$ cat config.mk
export PLATFORM = sky130hd
export DESIGN_NAME = mem_wb_stage
export DESIGN_NICKNAME = d
export VERILOG_FILES = /design/src/rtl/mem_wb_stage.sv
export SDC_FILE = /design/constraint.sdc
export NUM_CORES = 1
export LEC_CHECK = 0
export CORE_ASPECT_RATIO = 1.4
export CORE_MARGIN = 2
export CORE_UTILIZATION = 52
export DETAILED_ROUTE_END_ITERATION = 8
export GPL_ROUTABILITY_DRIVEN = 1
export PLACE_DENSITY_LB_ADDON = 0.2
export SLEW_MARGIN = 10
export SYNTH_ARGS = -nofsm -noshare
export SYNTH_HDL_FRONTEND = slang
export SYNTH_SLANG_ARGS = --single-unit
$ cat constraint.sdc
create_clock -name clk -period 3 [get_ports clk]
set_clock_uncertainty 0.15 [all_clocks]
set_input_delay 0.3 -clock clk [delete_from_list [all_inputs] [get_ports clk]]
set_output_delay 0.3 -clock clk [all_outputs]
set_load 0.01 [all_outputs]
$ cat src/rtl/mem_wb_stage.sv
// MEM/WB pipeline register with writeback-side load alignment driving the regfile write port.
// Latency: 1 cycle from mem_* capture to wb_*; wb_wdata is combinational from WB state and RAM data.
// Backpressure: stall_wb holds WB and preserves the RAM word; stall_mem alone inserts a bubble.
//
// Ports:
//   clk, rst (async, active-low)   clock and reset
//   stall_mem, stall_wb, flush     pipeline control from the hazard/exception unit
//   mem_*                          MEM-stage result, load attributes and old rt value
//   dram_rdata                     synchronous data-RAM read data, valid the cycle after capture
//   wb_wd / wb_wreg / wb_wdata     register-file write address, enable and data
//
// Optional feature (define MEM_WB_LLBIT_EN): carries LL/SC link-bit writes into WB and keeps
// the LLbit register, exported on llbit_o. Extra ports: mem_llbit_we, mem_llbit_val, llbit_o.
// With the macro undefined these ports and all LLbit logic are absent.

module mem_wb_stage #(
    parameter int DATA_W  = 32,
    parameter int RADDR_W = 5
) (
    input  logic               clk,
    input  logic               rst,
    input  logic               stall_mem,
    input  logic               stall_wb,
    input  logic               flush,
    input  logic [RADDR_W-1:0] mem_wd,
    input  logic               mem_wreg,
    input  logic [DATA_W-1:0]  mem_wdata,
    input  logic [2:0]         mem_load_op,
    input  logic [1:0]         mem_addr_lo,
    input  logic [DATA_W-1:0]  mem_rt_data,
    input  logic [DATA_W-1:0]  dram_rdata,
`ifdef MEM_WB_LLBIT_EN
    input  logic               mem_llbit_we,
    input  logic               mem_llbit_val,
    output logic               llbit_o,
`endif
    output logic [RADDR_W-1:0] wb_wd,
    output logic               wb_wreg,
    output logic [DATA_W-1:0]  wb_wdata
);

    typedef enum logic [2:0] {
        LD_NONE = 3'b000,
        LD_LB   = 3'b001,
        LD_LBU  = 3'b010,
        LD_LH   = 3'b011,
        LD_LHU  = 3'b100,
        LD_LW   = 3'b101,
        LD_LWL  = 3'b110,
        LD_LWR  = 3'b111
    } load_op_e;

    // WB-stage state
    load_op_e          wb_op;
    logic [DATA_W-1:0] wb_data;
    logic [1:0]        wb_off;
    logic [DATA_W-1:0] wb_rt;

    // RAM word saved while WB is stalled; the RAM output moves on after its one valid cycle.
    logic              hold_vld;
    logic [DATA_W-1:0] rdata_hold;

    // Update decode. A bubble wins over a load; with neither, both stalls are high and WB holds.
    logic do_bubble;
    logic do_load;
    logic wb_update;

    assign do_bubble = flush | (stall_mem & ~stall_wb);
    assign do_load   = ~do_bubble & ~stall_mem;
    assign wb_update = do_bubble | do_load;

    always_ff @(posedge clk or negedge rst) begin
        if (!rst) begin
            wb_wd   <= '0;
            wb_wreg <= 1'b0;
            wb_op   <= LD_NONE;
            wb_data <= '0;
            wb_off  <= 2'b00;
            wb_rt   <= '0;
        end else if (do_bubble) begin
            wb_wd   <= '0;
            wb_wreg <= 1'b0;
            wb_op   <= LD_NONE;
            wb_data <= '0;
            wb_off  <= 2'b00;
            wb_rt   <= '0;
        end else if (do_load) begin
            wb_wd   <= mem_wd;
            wb_wreg <= mem_wreg;
            wb_op   <= load_op_e'(mem_load_op);
            wb_data <= mem_wdata;
            wb_off  <= mem_addr_lo;
            wb_rt   <= mem_rt_data;
        end
    end

    // Only the first stalled cycle of a load sees the RAM word (hold_vld is still clear then),
    // so that is the one snapshot taken; later stall cycles keep it.
    always_ff @(posedge clk or negedge rst) begin
        if (!rst) begin
            hold_vld   <= 1'b0;
            rdata_hold <= '0;
        end else if (wb_update) begin
            hold_vld <= 1'b0;
        end else if (stall_wb && (wb_op != LD_NONE) && !hold_vld) begin
            hold_vld   <= 1'b1;
            rdata_hold <= dram_rdata;
        end
    end

    // Load alignment, big-endian: byte offset 0 is bits [31:24].
    logic [DATA_W-1:0] ld_src;
    logic [7:0]        ld_byte;
    logic [15:0]       ld_half;

    assign ld_src = hold_vld ? rdata_hold : dram_rdata;

    always_comb begin
        ld_byte = ld_src[31:24];
        case (wb_off)
            2'd0:    ld_byte = ld_src[31:24];
            2'd1:    ld_byte = ld_src[23:16];
            2'd2:    ld_byte = ld_src[15:8];
            default: ld_byte = ld_src[7:0];
        endcase
    end

    // Halfword ignores the offset LSB; misalignment is trapped upstream.
    assign ld_half = wb_off[1] ? ld_src[15:0] : ld_src[31:16];

    always_comb begin
        wb_wdata = wb_data;
        case (wb_op)
            LD_NONE: wb_wdata = wb_data;
            LD_LB:   wb_wdata = {{24{ld_byte[7]}}, ld_byte};
            LD_LBU:  wb_wdata = {24'h000000, ld_byte};
            LD_LH:   wb_wdata = {{16{ld_half[15]}}, ld_half};
            LD_LHU:  wb_wdata = {16'h0000, ld_half};
            LD_LW:   wb_wdata = ld_src;
            // LWL fills the register from the MSB side, keeping low bytes of rt.
            LD_LWL: begin
                case (wb_off)
                    2'd0:    wb_wdata = ld_src;
                    2'd1:    wb_wdata = {ld_src[23:0], wb_rt[7:0]};
                    2'd2:    wb_wdata = {ld_src[15:0], wb_rt[15:0]};
                    default: wb_wdata = {ld_src[7:0],  wb_rt[23:0]};
                endcase
            end
            // LWR fills the register from the LSB side, keeping high bytes of rt.
            LD_LWR: begin
                case (wb_off)
                    2'd0:    wb_wdata = {wb_rt[31:8],  ld_src[31:24]};
                    2'd1:    wb_wdata = {wb_rt[31:16], ld_src[31:16]};
                    2'd2:    wb_wdata = {wb_rt[31:24], ld_src[31:8]};
                    default: wb_wdata = ld_src;
                endcase
            end
            default: wb_wdata = wb_data;
        endcase
    end

`ifdef MEM_WB_LLBIT_EN
    logic wb_llbit_we;
    logic wb_llbit_val;
    logic llbit;

    always_ff @(posedge clk or negedge rst) begin
        if (!rst) begin
            wb_llbit_we  <= 1'b0;
            wb_llbit_val <= 1'b0;
        end else if (do_bubble) begin
            wb_llbit_we  <= 1'b0;
            wb_llbit_val <= 1'b0;
        end else if (do_load) begin
            wb_llbit_we  <= mem_llbit_we;
            wb_llbit_val <= mem_llbit_val;
        end
    end

    // ERET/exception kills the link even if an LL/SC is committing in the same cycle.
    always_ff @(posedge clk or negedge rst) begin
        if (!rst) begin
            llbit <= 1'b0;
        end else if (flush) begin
            llbit <= 1'b0;
        end else if (wb_llbit_we && !stall_wb) begin
            llbit <= wb_llbit_val;
        end
    end

    // Forward the in-flight value so an SC right behind an LL sees the new link.
    assign llbit_o = wb_llbit_we ? wb_llbit_val : llbit;
`endif

endmodule

==> summary.txt <==
Synthesis
  – Adder-cell share of the synthesized area: 0%
  – Synth Area in Compound Gates: 25.7%
  – Count of cell types in the netlist: 51
  – Synth Area in Simple Gates: 6.64%
  – Yosys warns: 0
  – Seq/Total Area, Yosys: 39.3%
  – Largest family of logic cells by synthesized area: compound AO/OA/AOI/OAI gates
  – Post-synthesis mux area share: 23.4%
  – Syn_nets: 739
  – Top_reg_cell synth: dfrtp_1
  – Post-Synth XOR/XNOR Area: 0.127%
  – Post-synthesis cell area: 6870 µm²
  – Cells after synthesis: 627
  – EDFF count, synth: 0
  – Post-synth ARST share: 100%
  – Synthesis-stage register bit count: 108
  – Mean Syn Cell Area: 11.0 µm²

Cells and area
  – Multi-input logic area: 3950 µm²
  – Number of fill cells: 897
  – Commonest non-fill, non-tap cell in the layout: clkdlybuf4s50_1
  – Share of cells above drive strength 1: 28.6%
  – FF/Latch Area: 2710 µm²
  – Ant diodes: 0
  – Layout area overhead: 39.4%
  – Final Cell Area: 9580 µm²
  – Commonest non-fill, non-tap cells in the layout: clkdlybuf4s50_1, dfrtp_1, buf_4, a22o_1, mux2_2
  – Fin nets: 938
  – Fin util: 74.4%

Power and ir drop
  – Lkg Pwr: 3.96 nW
  – Combinational power share: 27.8%
  – Cell internal pwr: 2.99 mW
  – Clock Power Share: 29.6%
  – Psw: 1.30 mW
  – Worst VDD drop: 0.324 mV
  – PwrDens: 448 nW/µm²
  – Sw Ratio: 30.2%
  – Sequential power share: 42.6%

Global route
  – Global-route wire length before repair: 38.4 mm
  – GRT Overall Usage: 35.9%
  – Total congestion overflow: 0
  – Largest net degree at the start of global routing: 76
  – Initial antenna violation count: 0
  – Vias in the first global route: 6760

Drt
  – WL/cell: 25.7 µm
  – DRC violations left: 0
  – Initial DRC Count: 657
  – Via Count: 6666
  – WL final: 25.3 mm
  – DRT antenna net count: 0
  – 1st-pass router iterations: 5
  – Vias/cell: 6.77

Timing
  – Fin. Hold Viols: 0
  – Slew margin rel.: 50.1%
  – Crit share post-route: 101%
  – Fin crit period: 3.04 ns
  – F_max: 328 MHz
  – Slew Limit Fails: 0
  – Final setup viols: 4
  – Setup ws final: -0.0449 ns
  – RSZ-0062 raised after global routing: yes
  – Worst Tran Pin Value: 0.749 ns

Place
  – Count of input and output buffers: 149
  – Post-DP Area: 8970 µm²
  – GP Congestion: 1.00
  – HPWL Detailed: 18.1 mm

Setup path
  – Buf+Inv Stages, Crit Path: 3
  – Worst EP arrival: 2.59 ns
  – R2R setup slack: 0.73 ns
  – R2R Path Start: wb_op[1]$_DFFE_PN0N_
  – Setup crit start kind: register
  – CP Max Fanout: 8
  – Cell family with most CP delay: multiplexers
  – Critical Path Start: hold_vld$_DFFE_PN0P_
  – Worst setup path class: reg -> out
  – Slowest stage delay, CP: 0.57 ns
  – CP endpoint kind: output pin
  – Slowest CP cell: mux4_2
  – Crit-path cells: mux2i_1, mux4_2, buf_4, a21boi_4, buf_6, o32a_1, clkdlybuf4s15_2
  – Worst EP required: 2.55 ns

Clocking
  – Deepest clock path buffer count: 2
  – CTS buffer count: 9
  – Clock Sinks: 108
  – Clk Latency, worst-skew pair: 0.36 ns
  – CTS H-Tree Depth: 3
  – Clock slew at reported path FFs: 0.07 ns
  – CTS tree: built
  – Root Driver: clkbuf_16

Floorplan
  – CORE AREA: 12900 µm²
  – Cell row count: 49
  – Initial core utilization: 53.4%
  – Die Wd: 101 µm
  – Die Area: 14200 µm²
  – Die height: 140 µm
  – IO Pins: 150

Worst hold path
  – Hold_sp: wb_wd[1]$_DFFE_PN0N_
  – Min-delay worst type: reg -> reg

Status
  – Failing checks: negative setup slack
  – Status: finished, violations left

Job
  – # Max-Cap Violations: 0
## layout make-up
type | instances | share of cell area (%)
timing repair buffer | 251 | 25.2
inverter | 1 | 0.0392
clock buffer | 13 | 2.72
multi-input combinational | 455 | 41.2
clock inverter | 3 | 0.483
tap | 153 | 2.00
sequential | 108 | 28.3
## final timing paths
kind,end,cells after the start
worst max-delay path,wb_wdata[11],7
worst min-delay path,wb_wd[1]$_DFFE_PN0N_,1
worst max register to register,rdata_hold[31]$_DFFE_PN0P_,6
worst min register to register,wb_wd[1]$_DFFE_PN0N_,1
max in group asynchronous,hold_vld$_DFFE_PN0P_,3
min in group asynchronous,wb_data[9]$_DFFE_PN0N_,2
## registers in the layout, summed over array words and instances, names as in the netlist
signal	count
wb_wd	5
hold_vld	1
wb_data	32
wb_rt	32
wb_wreg	1
wb_op	3
wb_off	2
rdata_hold	32
## per-layer routing
layer | GRT usage [%] | vias up | share of wire (%)
met5 | 0 | - | 0
met4 | 20.4 | 0 | 6.0
met1 | 45.1 | 3286 | 37
li1 | - | 2885 | -
met2 | 59.3 | 405 | 50
met3 | 4.44 | 90 | 7.6
## metrics by stage
stage          power (mW)  std cells  setup TNS, ns  setup slack (ns)  hold WS, ns
4_1_cts              4.27        981         -0.209            -0.152        0.366
5_1_grt              4.44        984         -0.720           -0.0956        0.380
3_3_place_gp         2.94        947          -2.56            -0.145        0.246
3_5_place_dp         2.99        947          -3.91            -0.211        0.256
2_1_floorplan        2.37        627              0             0.735       -0.146
6_report             4.29        984        -0.0799           -0.0449        0.358
## Yosys cell counts (2+ instances only)
cell | count | area, µm²
a311oi_1 | 3 | 26.3
a31oi_1 | 9 | 56.3
nand2b_1 | 5 | 31.3
o22ai_1 | 17 | 106
buf_1 | 7 | 26.3
a22o_1 | 77 | 674
o221ai_1 | 8 | 70.1
nor2b_1 | 2 | 12.5
nor2_1 | 46 | 173
o211ai_1 | 7 | 52.6
buf_4 | 6 | 45.0
buf_2 | 15 | 75.1
o21ai_0 | 25 | 125
mux4_2 | 31 | 698
clkbuf_1 | 29 | 109
mux2i_1 | 39 | 390
mux2_2 | 45 | 507
nor3b_1 | 4 | 30.0
nand2_1 | 29 | 109
nor3_1 | 3 | 15.0
a21oi_1 | 31 | 155
dfrtp_1 | 108 | 2700
a22oi_1 | 10 | 75.1
and2_1 | 2 | 12.5
o211a_1 | 2 | 20.0
o22a_1 | 11 | 96.3
buf_6 | 5 | 56.3
a211oi_1 | 16 | 120
o21a_1 | 2 | 15.0
nand3_1 | 4 | 20.0
o32a_1 | 9 | 90.1
## power by group through the flow
stage | Clock, mW | Sequential [mW] | Combinational, mW
after floorplan | 0 | 1.76 | 0.606
after global placement | 0 | 1.81 | 1.13
after detailed placement | 0 | 1.83 | 1.16
after CTS | 1.28 | 1.81 | 1.18
after global routing | 1.33 | 1.84 | 1.26
final | 1.27 | 1.83 | 1.19
## logic make-up (layout without fill, tap and decap cells)
logic type | Yosys count | after routing
compound gates | 236 | 236
mux | 116 | 116
flops | 108 | 108
simple gates | 102 | 102
buf+inv | 64 | 268
xor+xnor | 1 | 1
## timing repair
action | 4_1_cts | 5_1_grt
hold buffers | 1 | 0
hold endpoints to repair | 54 | 0
pin swaps | 4 | 2
cloned | 3 | 0
buffers inserted | 14 | 3
resized for setup | 86 | 27
setup endpoints to repair | 32 | 25
## worst register-to-register path, stage by stage, from the launching register on
cell	delay, ns
dfrtp_1	0.40
buf_12	0.17
or3_1	0.47
buf_4	0.21
nand3b_1	0.13
buf_12	0.23
mux2_2	0.38
(Power assumes the default switching activity.)
